## config.mk

```make
export PLATFORM = sky130hd
export DESIGN_NAME = acc_feed_6
export DESIGN_NICKNAME = d
export VERILOG_FILES = /design/src/rtl/acc_feed_6.sv
export SDC_FILE = /design/constraint.sdc
export NUM_CORES = 1
export LEC_CHECK = 0
export ABC_AREA = 1
export CORE_ASPECT_RATIO = 1.4
export CORE_MARGIN = 2
export CORE_UTILIZATION = 54
export CTS_CLUSTER_SIZE = 12
export DETAILED_ROUTE_END_ITERATION = 8
export PLACE_DENSITY = 0.79
export SLEW_MARGIN = 20
export SYNTH_ARGS = -nofsm -noshare
export SYNTH_HDL_FRONTEND = slang
export SYNTH_SLANG_ARGS = --single-unit
export TNS_END_PERCENT = 10
```

## constraint.sdc

```tcl
create_clock -name clk -period 18.35 [get_ports clk]
set_input_delay 3.67 -clock clk [delete_from_list [all_inputs] [get_ports clk]]
set_output_delay 3.67 -clock clk [all_outputs]
set_load 0.01 [all_outputs]
```

## src/rtl/acc_feed_6.sv

```systemverilog
// rtl/acc_feed_6.sv - packs 32-bit stream words into 6-lane vectors for the FP32 accumulator bank
// Optional feature macro: ACC_FEED_ZERO_PAD_EN (s_tlast closes a short, zero-padded vector)
module acc_feed_6 #(
  parameter int LANES = 6,
  parameter int DW    = 32,
  parameter int CNT_W = 8
) (
  input  logic                clk,
  input  logic                rst,
  input  logic                cfg_start,
  input  logic [CNT_W-1:0]    cfg_len,
  input  logic [CNT_W-1:0]    cfg_groups,
  input  logic [DW-1:0]       s_tdata,
  input  logic                s_tvalid,
  input  logic                s_tlast,
  output logic                s_tready,
  output logic [LANES*DW-1:0] V192,
  output logic                last,
  output logic                v_valid,
  output logic                busy,
  output logic                done
);
  typedef enum logic [1:0] {IDLE, RUN, DRAIN} state_t;

  state_t              state;
  logic [2:0]          lane_idx;
  logic [LANES*DW-1:0] pack;
  logic [LANES*DW-1:0] nxt_vec;
  logic [CNT_W-1:0]    len_r, grp_r, vec_cnt, grp_cnt;
  logic                hs, emit, force_last, is_last, is_end;

  assign hs = s_tvalid & s_tready;

`ifdef ACC_FEED_ZERO_PAD_EN
  assign emit       = hs & ((lane_idx == 3'(LANES-1)) | s_tlast);
  assign force_last = s_tlast;
`else
  logic unused_tlast;
  assign unused_tlast = s_tlast;
  assign emit         = hs & (lane_idx == 3'(LANES-1));
  assign force_last   = 1'b0;
`endif

  assign is_last = force_last | (vec_cnt == len_r - CNT_W'(1));
  assign is_end  = is_last & (grp_cnt == grp_r - CNT_W'(1));

  // Lanes below the current one come from the pack register, the current lane
  // bypasses straight from s_tdata, and anything above it is +0.0 padding.
  always_comb begin
    nxt_vec = '0;
    for (int k = 0; k < LANES; k++) begin
      if (3'(k) < lane_idx)
        nxt_vec[k*DW +: DW] = pack[k*DW +: DW];
      else if (3'(k) == lane_idx)
        nxt_vec[k*DW +: DW] = s_tdata;
    end
  end

  always_ff @(posedge clk or posedge rst) begin
    if (rst) begin
      state    <= IDLE;
      lane_idx <= '0;
      pack     <= '0;
      len_r    <= '0;
      grp_r    <= '0;
      vec_cnt  <= '0;
      grp_cnt  <= '0;
      V192     <= '0;
      last     <= 1'b0;
      v_valid  <= 1'b0;
      s_tready <= 1'b0;
      busy     <= 1'b0;
      done     <= 1'b0;
    end else begin
      // The accumulator eats a beat every cycle, so non-vector beats are zeros.
      V192    <= '0;
      last    <= 1'b0;
      v_valid <= 1'b0;
      done    <= 1'b0;

      if (hs) begin
        pack[int'(lane_idx)*DW +: DW] <= s_tdata;
        lane_idx <= emit ? 3'd0 : lane_idx + 3'd1;
      end

      if (emit) begin
        V192    <= nxt_vec;
        v_valid <= 1'b1;
        last    <= is_last;
        done    <= is_end;
        if (is_last) begin
          vec_cnt <= '0;
          grp_cnt <= grp_cnt + CNT_W'(1);
        end else begin
          vec_cnt <= vec_cnt + CNT_W'(1);
        end
      end

      case (state)
        IDLE: begin
          if (cfg_start) begin
            len_r    <= (cfg_len == '0) ? CNT_W'(1) : cfg_len;
            grp_r    <= (cfg_groups == '0) ? CNT_W'(1) : cfg_groups;
            lane_idx <= '0;
            vec_cnt  <= '0;
            grp_cnt  <= '0;
            s_tready <= 1'b1;
            busy     <= 1'b1;
            state    <= RUN;
          end
        end
        RUN: begin
          if (emit && is_end) begin
            s_tready <= 1'b0;
            state    <= DRAIN;
          end
        end
        DRAIN: begin
          busy  <= 1'b0;
          state <= IDLE;
        end
        default: state <= IDLE;
      endcase
    end
  end
endmodule

```

==> results.md <==
- Worst path required time: 18.94 ns
- CTS buffer count: 42
- Vias post-DR: 13.9k
- Adder-cell share of the synthesized area: 0.652%
- Final worst path period share: 35.6%
- Worst vdd ir: 79.3 uV
- Int Pwr: 1.84 mW
- Via/cell ratio: 5.55
- Synth Area in XOR/XNOR: 0.761%
- H-tree Lvls: 2
- Die W: 155 um
- Die span in y: 216 um
- Dpl cells: 2,455
- Final WL: 46,900 um
- Mux cell area share after synthesis: 0%
- First-pass GRT wire length: 75,100 um
- Area leader, netlist: dfrtp_1
- Core area: 31,500 um2
- Number of global-route vias before repair: 13.7k
- Effective utilization at floorplan: 54.8%
- Most common cell in the synthesized netlist: nand2_1
- Static Leak: 10.5 nW
- Post-Syn Area per Cell: 9.10 um2
- Post-Layout Cell Count: 2,512
- Hold Path Class: flip-flop to flip-flop
- CTS resizes: 0
- IO Pins: 250
- Post-Synth Simple-Gate Area: 18.9%
- GRT Overall Usage: 28.6%
- CP Capture Type: asynchronous set/reset pin
- Fmax: 153 MHz
- CP cell instances: clkdlybuf4s50_1 -> inv_8 -> buf_4 -> buf_12 -> buf_6
- Switching Fraction: 35.1%
- Slew headroom: 27.3%
- Synth Area in Compound Gates: 11.1%
- Final hold violation count: 0
- Final Instance Area: 21,200 um2
- Setup Skew: 0.0152 ns
- Nets@finish: 2,166
- FFs w/ async S/R, synth: 100%
- Crit path DAT: 7.12 ns
- Worst skew pair latency: 0.55 ns
- DRT iter0 DRCs: 1,314
- Synth Net Count: 1,961
- Max Cap Viol: 0
- # DRC: 0
- Clock period minus worst slack: 6.53 ns
- Synth warnings: 0
- Synthesis-to-finish area growth: 23.0%
- Root Buffer: clkbuf_16
- Crit-path leading delay family: buffers and inverters
- Clock-pin slew of the registers on the worst-case setup and hold paths: 0.06 ns
- Post-DP HPWL: 30,800 um
- Worst-Margin Slew: 1.09 ns
- Initial antenna violation count: 3
- DR WL/cell: 18.7 um
- Largest net degree at the start of global routing: 170
- Share of power burned in registers: 44.5%
- Max Root-Sink Buffers: 3
- CTS tree: done
- CP max stage cell: buf_4
- Seq/Total Area, Yosys: 61.7%
- Yosys top cell area share: 61.7%
- Combinational Power Share: 27.3%
- Synth cell types: 39
- NetSw: 0.997 mW
- Largest family of logic cells by synthesized area: simple AND/OR/NAND/NOR gates
- Share of cells above drive strength 1: 4.64%
- Max stage delay on crit path: 0.81 ns
- Min setup slack post-route: 11.82 ns
- Total power: 2.84 mW
- Syn Std Cell Area: 17,300 um2
- # Post-CTS Setup Buffers: 0
- Placed Area: 20,000 um2
- # port buffers: 248
- Pwr Density: 134 nW/um2
- GPL Wtd Cong: 0.896
- Unrepaired setup endpoints after global routing: no
- EDFF count, synth: 0
- Hold_buf cts: 0
- Post-synth top flop: dfrtp_1
- Detail Route Antenna Nets: 0
- CP Max Fanout: 169
- Pre-Repair DR Iteration Count: 5
- Post-place setup slack: 10.85 ns
- Std cell rows: 77
- Clock Sinks: 426
- Endpoints failing setup: 0
- Setup TNS Final: 0 ns
- Outcome: finished, final reports clean
- Die area: 33,500 um2
- Yosys reg bits: 426
- Commonest cells in the netlist: nand2_1 (573), dfrtp_1 (426), inv_1 (194), o21ai_0 (160), nor2_1 (109)
- Final Core Density: 67.4%
- Buf+Inv Stages, Crit Path: 5
- Clock power share: 28.2%
- Final hold slack: 0.468 ns
- Final Slew Violations: 0
- Mapped Cells: 1,899
- Crit path launch type: input pin
- Area contributors post-synth: dfrtp_1 (62%), nand2_1 (12%), o21ai_0 (4.6%)
- Kind of critical path: input pin to asynchronous set/reset pin
- GRT overflow: 0
layer usage:
layer / GRT usage [%] / vias up / wire [um]
met2: 45.4 / 600 / 22600
met5: 0 / - / 0
met4: 12.5 / 0 / 2140
li1: - / 6453 / -
met1: 39.5 / 6770 / 18800
met3: 4.32 / 108 / 3400
power by group through the flow:
stage                     registers, mW  logic (mW)  clock network (mW)
final                              1.26       0.775               0.802
after CTS                          1.26       0.768               0.811
after floorplan                    1.26       0.510                   0
after detailed placement           1.27       0.758                   0
after global placement             1.26       0.738                   0
after global routing               1.28       0.866               0.847
sequential cells by signal (all words and copies together), names as in the netlist:
signal and count:
V192 192, pack 192, grp_r 8, busy 1, vec_cnt 8, v_valid 1
lane_idx 3, grp_cnt 8, state 2, s_tready 1, len_r 8, last 1
done 1
worst min-delay path, cell delays in order (launching register included):
cell and delay, ns:
dfrtp_1 0.34, nand2_1 0.05, nand2_1 0.05
cells in the final DEF, fill, tap and decap left out, types with 4 or more instances in the layout:
master / n
o22ai_1: 4
inv_2: 7
a21oi_1: 83
inv_1: 191
nand4_1: 9
nand3_1: 86
clkbuf_16: 45
nor2_2: 5
dfrtp_1: 426
buf_4: 15
o41ai_1: 6
o31ai_1: 31
xor2_1: 9
a211oi_1: 47
clkdlybuf4s50_1: 248
ha_1: 8
nand2_1: 573
o21ai_0: 159
nor3_1: 7
clkbuf_8: 4
xnor2_1: 6
nor2_1: 106
cells by family after synthesis:
group                    after synthesis
AND/OR/NAND/NOR                      806
flip-flops                           426
AO/OA/AOI/OAI                        336
buffers and inverters                307
XOR/XNOR                              15
adder cells (fa/ha/maj)                9
cell type report:
class | count | area [um2]
diodes | 3 | 7.51
clock buffers | 52 | 1190
clock inverters | 2 | 35.0
fillers | 2349 | 10300
inverters | 203 | 772
multi-input cells | 1166 | 5460
flip-flops and latches | 426 | 10700
well taps | 395 | 494
repair buffers | 265 | 2630
final timing paths:
kind	slack, ns	start	to	depth (start not counted)
max	11.82	rst	pack[15]	5
min	0.47	pack[152]	pack[152]	2
max reg2reg	14.40	lane_idx[2]	V192[37]	7
min reg2reg	0.47	pack[152]	pack[152]	2
max in group clk	11.98	s_tvalid	V192[37]	8
min in group asynchronous	3.65	rst	V192[29]	2
Note: power is estimated with default switching activity, not from simulation.
